--- src/rtl/vga_char_buffer.sv ---
// vga_char_buffer: 3x12 text-cell store for the VGA text path.
// Takes a terminal-style character stream (cursor, CR/LF/BS/FF, wrap)
// plus a random-access direct-write port. Presents the cells row-major
// on char_flat (cell k at [8k+7:8k]).
// Ports: clk, rst (sync, active high); in_valid/in_ready/in_char stream;
//   dw_en/dw_addr/dw_data direct write; char_flat; cursor_row/col; busy.
// Option: define VGA_CHAR_BUF_AUTOSCROLL_EN to scroll the screen up on a
//   last-row wrap or LF; otherwise the cursor wraps to (0,0).
module vga_char_buffer #(
    parameter int          COLS  = 12,
    parameter int          ROWS  = 3,
    parameter logic [7:0]  BLANK = 8'h20
) (
    input  logic                       clk,
    input  logic                       rst,
    input  logic                       in_valid,
    output logic                       in_ready,
    input  logic [7:0]                 in_char,
    input  logic                       dw_en,
    input  logic [5:0]                 dw_addr,
    input  logic [7:0]                 dw_data,
    output logic [ROWS*COLS*8-1:0]     char_flat,
    output logic [1:0]                 cursor_row,
    output logic [3:0]                 cursor_col,
    output logic                       busy
);

    localparam int         NCELL    = ROWS * COLS;
    localparam logic [1:0] LAST_ROW = 2'(ROWS - 1);
    localparam logic [3:0] LAST_COL = 4'(COLS - 1);
    localparam logic [5:0] NCELL6   = 6'(NCELL);

    typedef enum logic [1:0] {
        ST_IDLE,
`ifdef VGA_CHAR_BUF_AUTOSCROLL_EN
        ST_SCROLL,
`endif
        ST_CLEAR
    } state_t;

    state_t      state_q, state_d;
    logic [1:0]  row_q, row_d;
    logic [3:0]  col_q, col_d;
    logic [1:0]  cnt_q, cnt_d;
    logic [7:0]  cell_q [NCELL];
    logic [7:0]  cell_d [NCELL];

    logic        wr_en;
    logic [5:0]  wr_idx;
    logic [7:0]  wr_data;
    logic [5:0]  cur_idx;
    logic        lf_req;

    logic        is_print, is_lf, is_cr, is_bs, is_ff;

    assign is_print = (in_char >= 8'h20) && (in_char <= 8'h7E);
    assign is_lf    = (in_char == 8'h0A);
    assign is_cr    = (in_char == 8'h0D);
    assign is_bs    = (in_char == 8'h08);
    assign is_ff    = (in_char == 8'h0C);

    assign cur_idx  = 6'(row_q) * 6'(COLS) + 6'(col_q);

    // in_ready is a pure function of state, no path from in_valid.
    assign in_ready   = (state_q == ST_IDLE);
    assign busy       = ~in_ready;
    assign cursor_row = row_q;
    assign cursor_col = col_q;

    for (genvar k = 0; k < NCELL; k++) begin : g_flat
        assign char_flat[k*8 +: 8] = cell_q[k];
    end

    // Next-state, cursor and stream write decode.
    always_comb begin
        state_d = state_q;
        row_d   = row_q;
        col_d   = col_q;
        cnt_d   = cnt_q;
        wr_en   = 1'b0;
        wr_idx  = cur_idx;
        wr_data = in_char;
        lf_req  = 1'b0;
        unique case (state_q)
            ST_IDLE: begin
                if (in_valid) begin
                    unique case (1'b1)
                        is_print: begin
                            wr_en = 1'b1;
                            if (col_q != LAST_COL) begin
                                col_d = col_q + 4'd1;
                            end else begin
                                lf_req = 1'b1;
                            end
                        end
                        is_lf: lf_req = 1'b1;
                        is_cr: col_d = '0;
                        is_bs: begin
                            // No wrap back to the previous row.
                            if (col_q != 4'd0) begin
                                col_d   = col_q - 4'd1;
                                wr_en   = 1'b1;
                                wr_idx  = cur_idx - 6'd1;
                                wr_data = BLANK;
                            end
                        end
                        is_ff: begin
                            row_d   = '0;
                            col_d   = '0;
                            cnt_d   = '0;
                            state_d = ST_CLEAR;
                        end
                        default: ;
                    endcase
                end
                if (lf_req) begin
                    col_d = '0;
                    if (row_q != LAST_ROW) begin
                        row_d = row_q + 2'd1;
                    end else begin
`ifdef VGA_CHAR_BUF_AUTOSCROLL_EN
                        row_d   = LAST_ROW;
                        cnt_d   = '0;
                        state_d = ST_SCROLL;
`else
                        row_d   = '0;
`endif
                    end
                end
            end
`ifdef VGA_CHAR_BUF_AUTOSCROLL_EN
            ST_SCROLL: begin
                cnt_d = cnt_q + 2'd1;
                if (cnt_q == LAST_ROW) state_d = ST_IDLE;
            end
`endif
            ST_CLEAR: begin
                cnt_d = cnt_q + 2'd1;
                if (cnt_q == LAST_ROW) state_d = ST_IDLE;
            end
            default: state_d = ST_IDLE;
        endcase
    end

    // Cell array next value: one row per cycle while busy.
    always_comb begin
        cell_d = cell_q;
        unique case (state_q)
            ST_IDLE: begin
                if (dw_en && (dw_addr < NCELL6)) cell_d[dw_addr] = dw_data;
                // Applied last so the stream wins a same-cell collision.
                if (wr_en) cell_d[wr_idx] = wr_data;
            end
`ifdef VGA_CHAR_BUF_AUTOSCROLL_EN
            ST_SCROLL: begin
                // Rows 0..ROWS-2 take the row below; last pass blanks the bottom.
                for (int k = 0; k < NCELL; k++) begin
                    if (k / COLS == int'(cnt_q)) begin
                        cell_d[k] = (cnt_q == LAST_ROW) ? BLANK
                                  : cell_q[(k + COLS) % NCELL];
                    end
                end
            end
`endif
            ST_CLEAR: begin
                for (int k = 0; k < NCELL; k++) begin
                    if (k / COLS == int'(cnt_q)) cell_d[k] = BLANK;
                end
            end
            default: ;
        endcase
    end

    always_ff @(posedge clk) begin
        if (rst) begin
            state_q <= ST_IDLE;
            row_q   <= '0;
            col_q   <= '0;
            cnt_q   <= '0;
            for (int k = 0; k < NCELL; k++) cell_q[k] <= BLANK;
        end else begin
            state_q <= state_d;
            row_q   <= row_d;
            col_q   <= col_d;
            cnt_q   <= cnt_d;
            for (int k = 0; k < NCELL; k++) cell_q[k] <= cell_d[k];
        end
    end

endmodule

--- config.mk ---
export PLATFORM = sky130hd
export DESIGN_NAME = vga_char_buffer
export DESIGN_NICKNAME = d
export VERILOG_FILES = /design/src/rtl/vga_char_buffer.sv
export SDC_FILE = /design/constraint.sdc
export NUM_CORES = 1
export LEC_CHECK = 0
export CELL_PAD_IN_SITES_DETAIL_PLACEMENT = 1
export CELL_PAD_IN_SITES_GLOBAL_PLACEMENT = 1
export CORE_ASPECT_RATIO = 1.25
export CORE_MARGIN = 8
export CORE_UTILIZATION = 36
export CTS_CLUSTER_SIZE = 30
export DETAILED_ROUTE_END_ITERATION = 7
export MAX_ROUTING_LAYER = met4
export PLACE_DENSITY = 0.74
export SLEW_MARGIN = 20
export SYNTH_ARGS = -nofsm -noshare
export SYNTH_HDL_FRONTEND = slang
export SYNTH_SLANG_ARGS = --single-unit
--- constraint.sdc ---
create_clock -name clk -period 3.8 [get_ports clk]
set_input_delay 0.38 -clock clk [delete_from_list [all_inputs] [get_ports clk]]
set_output_delay 0.38 -clock clk [all_outputs]
set_load 0.005 [all_outputs]
==> results of run 1 <==
-- critical path, delay by kind of cell (launching register included) --
kind                       cells  cell delay, ns
AOI/OAI and AO/OA              2            0.35
adders and majority gates      2            0.80
xor gates and xnor gates       1            0.12
and+or+nand+nor                4            0.99
DFF                            1            0.36
buffers and inverters          6            0.94
-- cell usage in the layout (no fill, tap or decap), drive strengths merged, types with 5 or more instances in the layout --
cell,synthesis,final
a2111oi,12,12
a211oi,27,27
a21o,14,14
a21oi,26,26
a221o,144,144
a32o,12,12
and2,7,7
and3,12,12
buf,44,109
clkbuf,138,53
clkdlybuf4s50,0,314
clkinv,1,7
dfxtp,297,297
ha,13,13
inv,14,15
mux2,63,63
mux2i,184,184
nand2,152,152
nand2b,7,7
nand3,53,53
nor2,101,101
nor2b,11,11
nor3,181,181
nor4,7,7
o2111ai,6,6
o211ai,84,84
o21ai,51,51
o221a,5,5
o2bb2ai,5,5
o31ai,12,12
o32ai,5,5
or2,7,7
or3,13,13
or4,6,6
-- metrics by stage --
| step | TNS, ns | total power, uW | std cells |
|---|---|---|---|
| 3_3_place_gp | -0.442 | 3680 | 2565 |
| 3_5_place_dp | -4.20 | 3690 | 2565 |
| 6_report | 0 | 6960 | 2639 |
| 4_1_cts | -0.0501 | 7000 | 2627 |
| 5_1_grt | 0 | 7160 | 2639 |
| 2_1_floorplan | 0 | 3450 | 1762 |
-- routing by layer --
metal,GRT usage,share of wire,routed length (um)
met2,0.451,0.49,34600
met3,0.0418,0.055,3840
met4,0.109,0.038,2700
met1,0.321,0.41,29100
met5,-,0,0
-- flip-flops by register name (all words and copies together), names as in the netlist --
name,count
char_flat,288
cnt_q,2
cursor_col,4
cursor_row,2
state_q,1
-- kinds of logic (layout without fill, tap and decap cells) --
group,Yosys count,count (layout)
simple gates,576,576
compound gates,420,420
flops,297,297
mux,247,247
buf+inv,199,500
fa+ha+maj,15,15
xor+xnor,8,8
other cells,0,4
-- final cells by class --
cell class	count	area [um2]	share of cell area
multi-input cells	1266	9320	0.438
inverters	15	56.3	0.00265
diodes	4	10.0	0.000471
repair buffers	425	4090	0.193
clock buffers	52	1040	0.0489
flip-flops and latches	297	5950	0.280
well taps	572	716	0.0337
clock inverters	8	68.8	0.00324
-- power by group --
part / switching, uW / internal, uW / leakage (uW)
sequential: 17.8 / 3130 / 0.00240
combinational: 335 / 139 / 0.00495
clock: 1380 / 1960 / 0.000554
total: 1730 / 5230 / 0.00790
-- worst max-delay path by stage --
stage | from | to | slack (ns)
3_5_place_dp | cursor_row[1]$_SDFFE_PP0P_ | char_flat[15]$_SDFFE_PP0P_ | -0.19
6_report | cursor_row[1]$_SDFFE_PP0P_ | char_flat[44]$_SDFFE_PP0P_ | 0.12
5_1_grt | cursor_row[1]$_SDFFE_PP0P_ | char_flat[40]$_SDFFE_PP0P_ | 0.02
4_1_cts | cursor_row[1]$_SDFFE_PP0P_ | char_flat[44]$_SDFFE_PP0P_ | -0.02
2_1_floorplan | cursor_row[0]$_SDFFE_PP0P_ | char_flat[32]$_SDFFE_PP0P_ | 0.06
3_3_place_gp | cursor_row[1]$_SDFFE_PP0P_ | char_flat[15]$_SDFFE_PP0P_ | -0.12
-- timing repair --
action | 4_1_cts | 5_1_grt
gates cloned | 0 | 2
setup buffers | 2 | 6
resized for setup | 9 | 19
pin swaps | 1 | 6
setup endpoints to repair | 62 | 194
==> results.ini, run 1 <==
[route]
wl_mm = 70.2
drcViolationCount = 0
firstDrtPassIters = 5
num_vias = 16100
wl_per_cell_um = 26.6
first_iter_violations = 991
antenna_left = 0
vias_per_cell = 6.10

[timing]
slew_violations = 0
setup_ws_ns = 0.124
timing.hold.ws_ns = 0.472
skew_ns = 0.0173
setup_viol = 0
slew_headroom = 0.244
tightest_slew_ns = 1.13
fin_crit_ns = 3.68
max_clock_freq_mhz = 272
rsz0062_at_grt = false
fin_crit_sh = 0.967
hold_viol = 0

[worst_setup_path]
crit_required_ns = 4.20
critPathSlowestCell = fa_1
crit_top_cell = buf_6
r2r_cells = 15
critPathMaxStageDelay_ns = 0.53
path_class = reg -> reg
startpoint_type = flip-flop
crit_chain = inv_2, ha_4, inv_1, fa_1, or4bb_4, nor4_4, buf_4, xnor2_1, bufbuf_16, o21ai_2, buf_6, nor3_4, buf_6, nor3_1, a221o_1
ff2ff_setup_slack_ns = 0.12
cp-end-kind = flip-flop
worstPathMaxFanout = 8
r2r-end = char_flat[44]$_SDFFE_PP0P_
arrival_ns = 4.08
reg2reg_from = cursor_row[1]$_SDFFE_PP0P_

[finish]
syn2layout_area_growth_pct = 33.2
drive_gt1_frac = 0.146
finalInstanceArea_um2 = 21300
fillCellCount = 4986
utilization = 0.484
nets = 2081

[synthesis]
synthesis.nets = 1803
synth_edf_count = 0
synth_cell_type_count = 78
synth_top_family_by_area = compound AO/OA/AOI/OAI gates
synth_commonest_cells = dfxtp_1, mux2i_1, nor3_1
syn_inst = 1762
synth.most_common_cell = dfxtp_1
synth_compound_area_frac = 0.217
syn_area_per_cell_um2 = 9.06
syn_area_um2 = 16000
yosysTopAreaCellShare = 0.373
async_flop_share = 0
yosysWarnings = 0
synthAdderAreaFrac = 0.0127
synth_area_leaders = dfxtp_1, mux2i_1, a221o_1
muxShareOfSynthArea = 0.160
synth_flop_cell = dfxtp_1
synth_seq_area_share = 0.373
synth_largest_area_cell = dfxtp_1
synthSimpleGateAreaFrac = 0.180
synth-seq-cells = 297
synth_xor_area_frac = 0.00557

[clocking]
numCtsBuffers = 35
clock_path_buffers = 3
clock_sinks = 297
cts-root-buf = clkbuf_16
path_clk_slew_ns = 0.06
clk_latency_ns = 0.53
postCtsHoldBufs = 0
cts_tree = built
htreeDepth = 2

[pwr]
power.leakage_uw = 0.00790
p_per_area_nw_per_um2 = 328
irDropWorstVdd_uv = 268

[placement]
dp_hpwl_mm = 47.4
pre_cts_slack_ns = -0.185
gp_congestion = 0.884
port_buffers = 321
post_dp_cell_area_um2 = 19900

[run]
maxCapViolCount = 0

[worst_hold_path]
hp-class = reg -> reg
hold_end = char_flat[39]$_SDFFE_PP0P_
hold_depth = 1
worstHoldStart = char_flat[39]$_SDFFE_PP0P_

[global_route]
grt_pass1_vias = 16800
grt_max_degree = 109
track_usage = 0.270
grt_pass1_wl_mm = 106
antenna_found_initial = 4
grt-ovfl-total = 0

[floorplan]
num_rows = 86
fp.dieH_um = 251
start_util = 0.364
ios = 322
die_w_um = 204
dieArea_um2 = 51400
design.core.area_um2 = 43900

[outcome]
status = completed

Note: power is estimated with default switching activity, not from simulation.
==> run 2, diff against run 1 <==
- ABC_CLOCK_PERIOD_IN_PS: unset -> 3800
==> results of run 2 <==
Same layout as run 1: the final DEF is identical, and so are final timing and power.
